### src/rtl/csi2_lane_packetizer_if.sv
// Packet request, payload stream and per-lane LP/HS outputs of the two-lane CSI-2 packetizer.
// slave is the packetizer side; master is the side that issues requests and consumes the lanes.
interface csi2_lane_packetizer_if;
  logic        pkt_req;
  logic [7:0]  pkt_di;
  logic [15:0] pkt_wc;
  logic        pkt_ack;
  logic        pkt_err;
  logic [15:0] pl_data;
  logic        pl_valid;
  logic        pl_ready;
  logic        underrun;
  logic [1:0]  lp_p;
  logic [1:0]  lp_n;
  logic        hs_en;
  logic [7:0]  hs_byte0;
  logic [7:0]  hs_byte1;
  logic        busy;

  modport slave (
    input  pkt_req, pkt_di, pkt_wc, pl_data, pl_valid,
    output pkt_ack, pkt_err, pl_ready, underrun, lp_p, lp_n, hs_en, hs_byte0, hs_byte1, busy
  );

  modport master (
    output pkt_req, pkt_di, pkt_wc, pl_data, pl_valid,
    input  pkt_ack, pkt_err, pl_ready, underrun, lp_p, lp_n, hs_en, hs_byte0, hs_byte1, busy
  );
endinterface

### src/rtl/csi2_lane_packetizer.sv
// Two-lane CSI-2 TX packetizer: LP entry, HS zero/sync, header+ECC, payload, CRC16, trail, exit.
// All outputs registered; pkt_ack coincides with the first LP01 cycle. Payload never stalls (underrun fills zeros).
module csi2_lane_packetizer #(
  parameter int T_LPX      = 2,
  parameter int T_HS_PREP  = 2,
  parameter int T_HS_ZERO  = 4,
  parameter int T_HS_TRAIL = 2,
  parameter int T_HS_EXIT  = 3
) (
  input logic                   sys_clk,
  input logic                   reset,
  csi2_lane_packetizer_if.slave bus
);
  typedef enum logic [3:0] {
    S_IDLE, S_LP01, S_LP00, S_HS_ZERO, S_SYNC, S_HDR1, S_HDR2,
    S_PAYLOAD, S_CRC, S_TRAIL, S_EXIT
  } state_t;

  state_t      r_state;
  logic [14:0] r_cnt;
  logic [7:0]  r_di;
  logic [15:0] r_wc;
  logic [15:0] r_crc;
  logic        r_pkt_ack, r_pkt_err, r_pl_ready, r_underrun, r_hs_en, r_busy;
  logic [1:0]  r_lp_p, r_lp_n;
  logic [7:0]  r_hs_byte0, r_hs_byte1;

  function automatic logic [15:0] crc_byte(input logic [15:0] c, input logic [7:0] b);
    logic [15:0] x;
    x = c;
    for (int i = 0; i < 8; i++)
      x = (x[0] ^ b[i]) ? ((x >> 1) ^ 16'h8408) : (x >> 1);
    return x;
  endfunction

  function automatic logic [7:0] ecc_calc(input logic [23:0] h);
    return {2'b00, ^(h & 24'hEFFC00), ^(h & 24'hDF03F0), ^(h & 24'hB8E38E),
            ^(h & 24'h749A6D), ^(h & 24'hF2555B), ^(h & 24'hF12CB7)};
  endfunction

  logic        w_req_long, w_is_long;
  logic [14:0] w_nbeats;
  logic [15:0] w_beat, w_crc_next;
  logic [7:0]  w_ecc;

  assign w_req_long = bus.pkt_di[5:0] > 6'h0F;
  assign w_is_long  = r_di[5:0] > 6'h0F;
  assign w_nbeats   = r_wc[15:1];
  assign w_beat     = bus.pl_valid ? bus.pl_data : 16'h0000;
  assign w_crc_next = crc_byte(crc_byte(r_crc, w_beat[7:0]), w_beat[15:8]);
  assign w_ecc      = ecc_calc({r_wc, r_di});

  // pl_data is sampled on the edge that ends each pl_ready cycle; its bytes are on the lanes the next cycle.
  always_ff @(posedge sys_clk) begin
    if (reset) begin
      r_state    <= S_IDLE;
      r_cnt      <= '0;
      r_di       <= '0;
      r_wc       <= '0;
      r_crc      <= 16'hFFFF;
      r_pkt_ack  <= 1'b0;
      r_pkt_err  <= 1'b0;
      r_pl_ready <= 1'b0;
      r_underrun <= 1'b0;
      r_hs_en    <= 1'b0;
      r_busy     <= 1'b0;
      r_lp_p     <= 2'b11;
      r_lp_n     <= 2'b11;
      r_hs_byte0 <= 8'h00;
      r_hs_byte1 <= 8'h00;
    end else begin
      r_pkt_ack  <= 1'b0;
      r_pkt_err  <= 1'b0;
      r_pl_ready <= 1'b0;
      r_underrun <= 1'b0;
      case (r_state)
        S_IDLE: if (bus.pkt_req) begin
          if (w_req_long && bus.pkt_wc[0]) begin
            r_pkt_err <= 1'b1;
          end else begin
            r_pkt_ack <= 1'b1;
            r_di      <= bus.pkt_di;
            r_wc      <= bus.pkt_wc;
            r_crc     <= 16'hFFFF;
            r_state   <= S_LP01;
            r_cnt     <= 15'(T_LPX - 1);
            r_lp_p    <= 2'b00;
            r_lp_n    <= 2'b11;
            r_busy    <= 1'b1;
          end
        end
        S_LP01: if (r_cnt != '0) r_cnt <= r_cnt - 15'd1;
        else begin
          r_state <= S_LP00;
          r_cnt   <= 15'(T_HS_PREP - 1);
          r_lp_n  <= 2'b00;
        end
        S_LP00: if (r_cnt != '0) r_cnt <= r_cnt - 15'd1;
        else begin
          r_state    <= S_HS_ZERO;
          r_cnt      <= 15'(T_HS_ZERO - 1);
          r_hs_en    <= 1'b1;
          r_hs_byte0 <= 8'h00;
          r_hs_byte1 <= 8'h00;
        end
        S_HS_ZERO: if (r_cnt != '0) r_cnt <= r_cnt - 15'd1;
        else begin
          r_state    <= S_SYNC;
          r_hs_byte0 <= 8'hB8;
          r_hs_byte1 <= 8'hB8;
        end
        S_SYNC: begin
          r_state    <= S_HDR1;
          r_hs_byte0 <= r_di;
          r_hs_byte1 <= r_wc[7:0];
        end
        S_HDR1: begin
          r_state    <= S_HDR2;
          r_hs_byte0 <= r_wc[15:8];
          r_hs_byte1 <= w_ecc;
          r_pl_ready <= w_is_long && (w_nbeats != '0);
        end
        S_HDR2: if (!w_is_long) begin
          r_state    <= S_TRAIL;
          r_cnt      <= 15'(T_HS_TRAIL - 1);
          r_hs_byte0 <= {8{~r_hs_byte0[7]}};
          r_hs_byte1 <= {8{~r_hs_byte1[7]}};
        end else if (w_nbeats == '0) begin
          r_state    <= S_CRC;
          r_hs_byte0 <= r_crc[7:0];
          r_hs_byte1 <= r_crc[15:8];
        end else begin
          r_state    <= S_PAYLOAD;
          r_cnt      <= w_nbeats - 15'd1;
          r_hs_byte0 <= w_beat[7:0];
          r_hs_byte1 <= w_beat[15:8];
          r_crc      <= w_crc_next;
          r_underrun <= ~bus.pl_valid;
          r_pl_ready <= w_nbeats != 15'd1;
        end
        S_PAYLOAD: if (r_cnt != '0) begin
          r_cnt      <= r_cnt - 15'd1;
          r_hs_byte0 <= w_beat[7:0];
          r_hs_byte1 <= w_beat[15:8];
          r_crc      <= w_crc_next;
          r_underrun <= ~bus.pl_valid;
          r_pl_ready <= r_cnt != 15'd1;
        end else begin
          r_state    <= S_CRC;
          r_hs_byte0 <= r_crc[7:0];
          r_hs_byte1 <= r_crc[15:8];
        end
        S_CRC: begin
          r_state    <= S_TRAIL;
          r_cnt      <= 15'(T_HS_TRAIL - 1);
          r_hs_byte0 <= {8{~r_hs_byte0[7]}};
          r_hs_byte1 <= {8{~r_hs_byte1[7]}};
        end
        S_TRAIL: if (r_cnt != '0) r_cnt <= r_cnt - 15'd1;
        else begin
          r_state    <= S_EXIT;
          r_cnt      <= 15'(T_HS_EXIT - 1);
          r_hs_en    <= 1'b0;
          r_hs_byte0 <= 8'h00;
          r_hs_byte1 <= 8'h00;
          r_lp_p     <= 2'b11;
          r_lp_n     <= 2'b11;
        end
        S_EXIT: if (r_cnt != '0) r_cnt <= r_cnt - 15'd1;
        else begin
          r_state <= S_IDLE;
          r_busy  <= 1'b0;
        end
        default: r_state <= S_IDLE;
      endcase
    end
  end

  assign bus.pkt_ack  = r_pkt_ack;
  assign bus.pkt_err  = r_pkt_err;
  assign bus.pl_ready = r_pl_ready;
  assign bus.underrun = r_underrun;
  assign bus.lp_p     = r_lp_p;
  assign bus.lp_n     = r_lp_n;
  assign bus.hs_en    = r_hs_en;
  assign bus.hs_byte0 = r_hs_byte0;
  assign bus.hs_byte1 = r_hs_byte1;
  assign bus.busy     = r_busy;
endmodule

### src/flat_wrapper.sv
// flat-port wrapper written by rule: the top's interface ports become plain ports
module csi2_lane_packetizer_flat 
#(
  parameter int T_LPX      = 2,
  parameter int T_HS_PREP  = 2,
  parameter int T_HS_ZERO  = 4,
  parameter int T_HS_TRAIL = 2,
  parameter int T_HS_EXIT  = 3
)
  (sys_clk, reset, bus_pkt_req, bus_pkt_di, bus_pkt_wc, bus_pl_data, bus_pl_valid, bus_pkt_ack, bus_pkt_err, bus_pl_ready, bus_underrun, bus_lp_p, bus_lp_n, bus_hs_en, bus_hs_byte0, bus_hs_byte1, bus_busy);
  csi2_lane_packetizer_if bus_i ();
  input logic sys_clk;
  input logic reset;
  input wire logic [$bits(bus_i.pkt_req)-1:0] bus_pkt_req;
  input wire logic [$bits(bus_i.pkt_di)-1:0] bus_pkt_di;
  input wire logic [$bits(bus_i.pkt_wc)-1:0] bus_pkt_wc;
  input wire logic [$bits(bus_i.pl_data)-1:0] bus_pl_data;
  input wire logic [$bits(bus_i.pl_valid)-1:0] bus_pl_valid;
  output wire logic [$bits(bus_i.pkt_ack)-1:0] bus_pkt_ack;
  output wire logic [$bits(bus_i.pkt_err)-1:0] bus_pkt_err;
  output wire logic [$bits(bus_i.pl_ready)-1:0] bus_pl_ready;
  output wire logic [$bits(bus_i.underrun)-1:0] bus_underrun;
  output wire logic [$bits(bus_i.lp_p)-1:0] bus_lp_p;
  output wire logic [$bits(bus_i.lp_n)-1:0] bus_lp_n;
  output wire logic [$bits(bus_i.hs_en)-1:0] bus_hs_en;
  output wire logic [$bits(bus_i.hs_byte0)-1:0] bus_hs_byte0;
  output wire logic [$bits(bus_i.hs_byte1)-1:0] bus_hs_byte1;
  output wire logic [$bits(bus_i.busy)-1:0] bus_busy;
  assign bus_i.pkt_req = bus_pkt_req;
  assign bus_i.pkt_di = bus_pkt_di;
  assign bus_i.pkt_wc = bus_pkt_wc;
  assign bus_i.pl_data = bus_pl_data;
  assign bus_i.pl_valid = bus_pl_valid;
  assign bus_pkt_ack = bus_i.pkt_ack;
  assign bus_pkt_err = bus_i.pkt_err;
  assign bus_pl_ready = bus_i.pl_ready;
  assign bus_underrun = bus_i.underrun;
  assign bus_lp_p = bus_i.lp_p;
  assign bus_lp_n = bus_i.lp_n;
  assign bus_hs_en = bus_i.hs_en;
  assign bus_hs_byte0 = bus_i.hs_byte0;
  assign bus_hs_byte1 = bus_i.hs_byte1;
  assign bus_busy = bus_i.busy;
  csi2_lane_packetizer #(.T_LPX(T_LPX), .T_HS_PREP(T_HS_PREP), .T_HS_ZERO(T_HS_ZERO), .T_HS_TRAIL(T_HS_TRAIL), .T_HS_EXIT(T_HS_EXIT)) u_core (.sys_clk(sys_clk), .reset(reset), .bus(bus_i));
endmodule
### config.mk
export PLATFORM = sky130hd
export DESIGN_NAME = csi2_lane_packetizer_flat
export DESIGN_NICKNAME = d
export VERILOG_FILES = /design/src/rtl/csi2_lane_packetizer_if.sv /design/src/rtl/csi2_lane_packetizer.sv /design/src/flat_wrapper.sv
export SDC_FILE = /design/constraint.sdc
export NUM_CORES = 1
export LEC_CHECK = 0
export ABC_AREA = 1
export CORE_ASPECT_RATIO = 1.75
export CORE_MARGIN = 4
export CORE_UTILIZATION = 32
export DETAILED_ROUTE_END_ITERATION = 6
export HOLD_SLACK_MARGIN = 0.15
export SLEW_MARGIN = 20
export SYNTH_ARGS = -nofsm -noshare
export SYNTH_HDL_FRONTEND = slang
export SYNTH_SLANG_ARGS = --single-unit
### constraint.sdc
create_clock -name sys_clk -period 2.98 [get_ports sys_clk]
set_input_delay 0.596 -clock sys_clk [delete_from_list [all_inputs] [get_ports sys_clk]]
set_output_delay 0.596 -clock sys_clk [all_outputs]
set_load 0.05 [all_outputs]
==> results of run 1 <==
-- cells in the mapped netlist (11+ instances only) --
master and number:
dfxtp_1 83, xnor2_1 22, nand3_1 92, a21oi_1 60, nor2_1 60, a21oi_2 14
nand2_1 335, o21ai_0 66, xor2_1 38, inv_1 116, nand4_1 11, ha_1 15
clkbuf_1 12, inv_2 15, nand2_2 21
-- registers in the layout, summed over array words and instances, names as in the netlist, 4 cells and up --
register and count:
u_core.r_crc 16, u_core.r_wc 16, u_core.r_cnt 15, u_core.bus.hs_byte0 8, u_core.bus.hs_byte1 8, u_core.r_di 8
u_core.r_state 4
-- through the flow --
step / hold slack (ns) / power (mW)
floorplan: 0.4585 / 5.910
global placement: 0.4752 / 6.973
detailed placement: 0.4778 / 7.004
CTS: 0.4878 / 8.375
global route: 0.5188 / 9.070
finish: 0.4826 / 8.347
-- power breakdown --
| part | internal (mW) | leakage [nW] | switching, mW | total [mW] |
|---|---|---|---|---|
| Clock | 0.841 | 0.169 | 0.511 | 1.35 |
| Sequential | 1.40 | 0.679 | 0.352 | 1.75 |
| Combinational | 1.79 | 2.90 | 3.45 | 5.24 |
-- cell families (layout without fill, tap and decap cells) --
logic type / Yosys count / in the layout / synth area share, %
and+or+nand+nor: 565 / 565 / 38.08
AOI/OAI and AO/OA: 180 / 180 / 15.65
buffers and inverters: 166 / 231 / 10.73
DFF: 83 / 83 / 24.86
xor gates and xnor gates: 60 / 60 / 7.864
adders and majority gates: 15 / 15 / 2.808
-- cell usage in the layout, fill, tap and decap left out, types with 15 or more instances in the layout --
cell | netlist | layout
nand2_1 | 335 | 335
a21oi_1 | 60 | 60
clkdlybuf4s50_1 | 0 | 69
inv_1 | 116 | 116
ha_1 | 15 | 15
nand2_2 | 21 | 21
xnor2_1 | 22 | 22
o21ai_0 | 66 | 66
inv_2 | 15 | 15
dfxtp_1 | 83 | 83
nand3_1 | 92 | 92
nor2_1 | 60 | 60
xor2_1 | 38 | 38
-- metal layers --
metal	share of wire (%)	global-route usage (%)	up-vias
met5	0	0	-
met4	6.5	12.67	0
met3	3.4	2.576	70
met2	54	38.33	205
met1	36	21.17	3241
li1	-	-	3558
-- final cells by class --
cell class	instances	area [µm²]	area share, %
inverters	134	505.5	6.374
well taps	248	310.3	3.913
multi-input cells	820	4304	54.28
repair buffers	81	805.8	10.16
clock inverters	5	100.1	1.262
clock buffers	11	242.7	3.061
flip-flops and latches	83	1662	20.95
-- how the worst max path moves through the flow --
stage | slack, ns | cells past startpoint | start | end
floorplan | 1.10 | 15 | bus_pl_valid | u_core.r_crc[7]
detailed placement | 0.06 | 13 | bus_pl_valid | u_core.r_crc[9]
finish | 0.37 | 13 | bus_pl_valid | u_core.r_crc[9]
global route | 0.27 | 14 | bus_pl_valid | u_core.r_crc[9]
CTS | 0.42 | 13 | bus_pl_valid | u_core.r_crc[9]
global placement | 0.03 | 13 | bus_pl_valid | u_core.r_crc[9]
-- worst max-delay path, stage by stage --
cell and delay, ns:
clkdlybuf4s50_1 0.50, nand2_1 0.20, xor2_1 0.44, nand2_1 0.13
nand2_1 0.16, nand2_1 0.09, nand2_1 0.16, nand2_1 0.15
nand2_1 0.18, nand2_1 0.07, nand3_1 0.13, nand2_1 0.07
nand2_1 0.05
==> summary.txt, run 1 <==
max-slew violation count: 0
CP required: 3.29 ns
fillers: 2189
maximum clock rate: 382.9 MHz
Leak: 3.745 nW
RSZ-0062 raised after global routing: no
outcome: finished, final reports clean
final setup vio count: 0
vias per cell: 5.119
sequential-to-total area share from yosys stat: 24.86%
layout cells sized above 1: 9.965%
DRC: 0
CTS Sinks: 83
post-synth top area share: 24.86%
first-pass GRT wire length: 36740 µm
initial antenna violation count: 0
Data arrival, critical path: 2.92 ns
Pre-Repair DR Iteration Count: 5
Design Area, Final: 7930 µm²
Setup crit start kind: primary input
GRT Util Overall: 20.61%
initial DRC count: 382
min Tclk post-route: 2.611 ns
post-route clock period utilization: 87.63%
Peak VDD IR: 0.0005519 V
Clock Root Buffer: clkbuf_16
hold path start: u_core.bus.lp_p[0]
area grow syn2layout: 18.67%
antenna cell count: 0
worst hold stages: 2
Worst Hold Endpoint: u_core.bus.lp_p[0]
Ys Warns: 0
Main synth FF type: dfxtp_1
Fin. Hold Viols: 0
CTS Buf Count: 9
placed insts: 1366
Cell variety after synth: 48
placed cell area: 7587 µm²
H-tree Lvls: 3
Slew headroom: 49.62%
final core utilization: 38.76%
Synth Register Bits: 83
DIE HEIGHT: 199.2 µm
die area: 23350 µm²
FF-to-FF Start: u_core.r_di[4]
post-CTS setup buffers: 0
Max-Cap Viols: 0
Synth area leader: dfxtp_1
worst slack, placed: 0.05953 ns
r2r setup slk: 0.48 ns
Post-synth ARST share: 0%
Post-Route WL: 23440 µm
cells after synthesis: 1069
CTS Hold Buffers Added: 0
CTS tree: built
# rows: 69
CP Capture Type: register
mean post-synth cell area: 6.251 µm²
Core Box Area: 20460 µm²
kind of critical path: in -> reg
Vias: 7074
post-synthesis net count: 1128
Worst Tran Pin Value: 0.7477 ns
mapped cell area: 6683 µm²
IO buf count: 69
ANT nets after route: 0
worst hold path type: reg -> reg
gp weighted congestion: 0.9698
Synth area leaders: dfxtp_1 (25%), nand2_1 (19%), nand3_1 (6.9%), inv_1 (6.5%), xor2_1 (5.0%)
Die Width: 117.2 µm
Setup WS post-layout: 0.3686 ns
Setup Skew: 0.01374 ns
R2R Path End: u_core.bus.hs_byte1[5]
Worst-path clk slew: 0.07 ns
deepest clock path buffer count: 2
routed len/inst: 16.96 µm
non-filler cells, final: 1382
Worst Reg2Reg Path Length in Cells: 9
# nets final: 1188
I/O pin count: 70
dpl hpwl: 18870 µm
pin count of the biggest net entering global routing: 51
clock latency on the worst-skew pair: 0.36 ns
Initial Utilization: 32.66%
P per Cell Area: 1053 nW/µm²
EDFF count, synth: 0
Overflow after GRT: 0
vias in the first global route: 6922
post-cts resize count: 0
setup_tns: 0 ns
Max FO, Critical Path: 4
Power figures use the tool's default switching activity.
==> inputs of run 2 (changes only) <==
SLEW_MARGIN = 10   (was 20)
==> results of run 2 <==
No change in the layout: final DEF, timing and power equal those of run 1.
==> inputs of run 3 (changes only) <==
ABC_CLOCK_PERIOD_IN_PS = 2980   (was not set)
CORE_UTILIZATION = 55   (was 32)
PLACE_DENSITY = 0.86   (was not set)
==> run 3 against run 2 <==
- worst hold slack better by 0.0032 ns
- worst setup slack improved by 0.12 ns
- clock power shrank 19%
- cell area decreased by 2.5%
- total power is 2.9% lower
- clock skew decreased by 0.0038 ns
- maximum frequency is 5.0% higher
- count of clock-buffer cells in the layout increased by 1
- register-to-register slack gained 0.18 ns
- non-clock buffer count unchanged
==> summary.txt, run 3 (synthesized netlist as in run 1, its figures left out) <==
H-tree Lvls: 3 (unchanged)
worst hold path type: reg -> reg
max-slew violation count: 0 (unchanged)
min Tclk post-route: 2.487 ns (-0.1243 ns)
Worst Tran Pin Value: 0.5987 ns (-0.1490 ns)
post-cts resize count: 0 (unchanged)
CTS tree: built
highest-count cells in the layout ignoring fill and taps: nand2_1 (335), inv_1 (116), nand3_1 (92), dfxtp_1 (83), clkdlybuf4s50_1 (69)
CTS Buf Count: 9 (unchanged)
antenna cell count: 0 (unchanged)
layout cells sized above 1: 9.965% (unchanged)
pin count of the biggest net entering global routing: 51 (unchanged)
Core Box Area: 11940 µm² (-42%)
Levels on crit path: 16 (+3)
Peak VDD IR: 0.0006424 V (+16%)
dpl hpwl: 16650 µm (-12%)
Design Area, Final: 7730 µm² (-2.5%)
# nets final: 1188 (unchanged)
GRT Util Overall: 30.21% (+9.6 points)
CTS Hold Buffers Added: 0 (unchanged)
routed len/inst: 16.68 µm (-1.7%)
worst slack, placed: 0.1607 ns (+0.1012 ns)
placed cell area: 7448 µm² (-1.8%)
deepest clock path buffer count: 2 (unchanged)
CP bufs+invs: 3 (+2)
Fin. Hold Viols: 0 (unchanged)
kind of critical path: in -> reg
Max-Cap Viols: 0 (unchanged)
fillers: 1109 (-49%)
crit-path cells: clkdlybuf4s50_1 -> buf_12 -> nand2_1 -> nand2_1 -> nand2_1 -> nand3_1 -> nand2_2 -> nand2_1 -> nand2_1 -> inv_1 -> nand2_1 -> nand2_1 -> nand2_1 -> nand3_1 -> nand2_1 -> nand2_1
Slew headroom: 59.87% (+10 points)
Pre-Repair DR Iteration Count: 5 (unchanged)
CP required: 3.22 ns (-0.07 ns)
Min Hold Slack: 0.4858 ns (+0.003212 ns)
ANT nets after route: 0 (unchanged)
Max FO, Critical Path: 25 (+21)
Setup Skew: 0.009954 ns (-0.003785 ns)
area grow syn2layout: 15.67%
WL met1: 7577 µm (-11%)
CP Capture Type: register
setup_tns: 0 ns (unchanged)
Post-Route WL: 21200 µm (-9.6%)
Die Width: 91.33 µm (-22%)
Worst Reg2Reg Path Length in Cells: 9 (unchanged)
initial DRC count: 555 (+45%)
post-route clock period utilization: 83.46% (-4.2 points)
Largest regs: u_core.r_crc: 16 flops, u_core.r_wc: 16 flops, u_core.r_cnt: 15 flops
CTS Sinks: 83 (unchanged)
final setup vio count: 0 (unchanged)
Critical Path Max Stage Delay: 0.49 ns (about the same)
maximum clock rate: 402.1 MHz (+5.0%)
Slowest-stage cell, CP: clkdlybuf4s50_1
IO buf count: 69 (unchanged)
post-CTS setup buffers: 0 (unchanged)
DRC: 0 (unchanged)
vias per cell: 5.718 (+12%)
I/O pin count: 70 (unchanged)
met2 WL: 10720 µm (-15%)
Worst-path clk slew: 0.06 ns (about the same)
initial antenna violation count: 0 (unchanged)
most common cell after layout, fill and taps aside: nand2_1
worst hold stages: 2 (unchanged)
Setup crit start kind: primary input
Top delay family on crit path: simple AND/OR/NAND/NOR gates
die area: 14050 µm² (-40%)
Met3 Wirelength: 1063 µm (+32%)
vias in the first global route: 6997 (+1.1%)
clock latency on the worst-skew pair: 0.35 ns (about the same)
# rows: 53 (-23%)
P per Cell Area: 1048 nW/µm² (-0.44%)
Overflow after GRT: 0 (unchanged)
gp weighted congestion: 0.9884 (+1.9%)
most used cell, CP: nand2_1
Setup WS post-layout: 0.4929 ns (+0.1243 ns)
Data arrival, critical path: 2.73 ns (-0.19 ns)
DIE HEIGHT: 153.8 µm (-23%)
outcome: finished, final reports clean
final core utilization: 64.76% (+26 points)
Initial Utilization: 55.99% (+23 points)
Leak: 3.709 nW (-0.94%)
first-pass GRT wire length: 33900 µm (-7.7%)
Vias: 7267 (+2.7%)
Clock Root Buffer: clkbuf_16
uppermost layer routed: met4
RSZ-0062 raised after global routing: no
==> run 3: cell types whose count changed in the layout (fill, tap and decap cells not counted), sizes merged <==
cell	change
bufinv	-3
clkbuf	+1
clkinvlp	+2
==> run 3: worst paths after layout <==
path	slack, ns	start	end
worst min-delay path	0.49	u_core.bus.lp_p[0]	u_core.bus.lp_p[0]
worst min register to register	0.49	u_core.bus.lp_p[0]	u_core.bus.lp_p[0]
worst max-delay path	0.49	bus_pl_valid	u_core.r_crc[7]
worst max register to register	0.66	u_core.r_di[5]	u_core.bus.hs_byte1[5]
==> run 3: cell type report <==
type | instances | area, µm² | area share [%]
clock buffer | 12 | 256.5 | 3.318
clock inverter | 4 | 25.02 | 0.3237
inverter | 134 | 505.5 | 6.539
multi-input combinational | 820 | 4304 | 55.68
sequential | 83 | 1662 | 21.50
tap | 137 | 171.4 | 2.218
timing repair buffer | 81 | 805.8 | 10.42
==> run 3: power breakdown <==
part / switching [mW] / internal [mW] / leakage [nW]
Clock: 0.478 / 0.608 / 0.135
Sequential: 0.345 / 1.40 / 0.679
Combinational: 3.48 / 1.78 / 2.90
Total: 4.31 / 3.79 / 3.71
==> run 3: metrics by stage <==
stage               total power, mW  std cells
global route                  8.779       1271
finish                        8.101       1271
floorplan                     5.910       1069
global placement              6.873       1255
detailed placement            6.955       1255
CTS                           8.063       1271
==> run 3: worst min-delay path: stages (launching register included) <==
cell and delay [ns]:
dfxtp_1 0.32, nand2_1 0.06, nand3_1 0.05
==> run 3: metal layers <==
metal  vias up  global-route usage, %
met4         0                  24.82
met5         -                      0
met2       297                  53.62
met3       114                  4.552
met1      3292                  30.72
li1       3564                      -
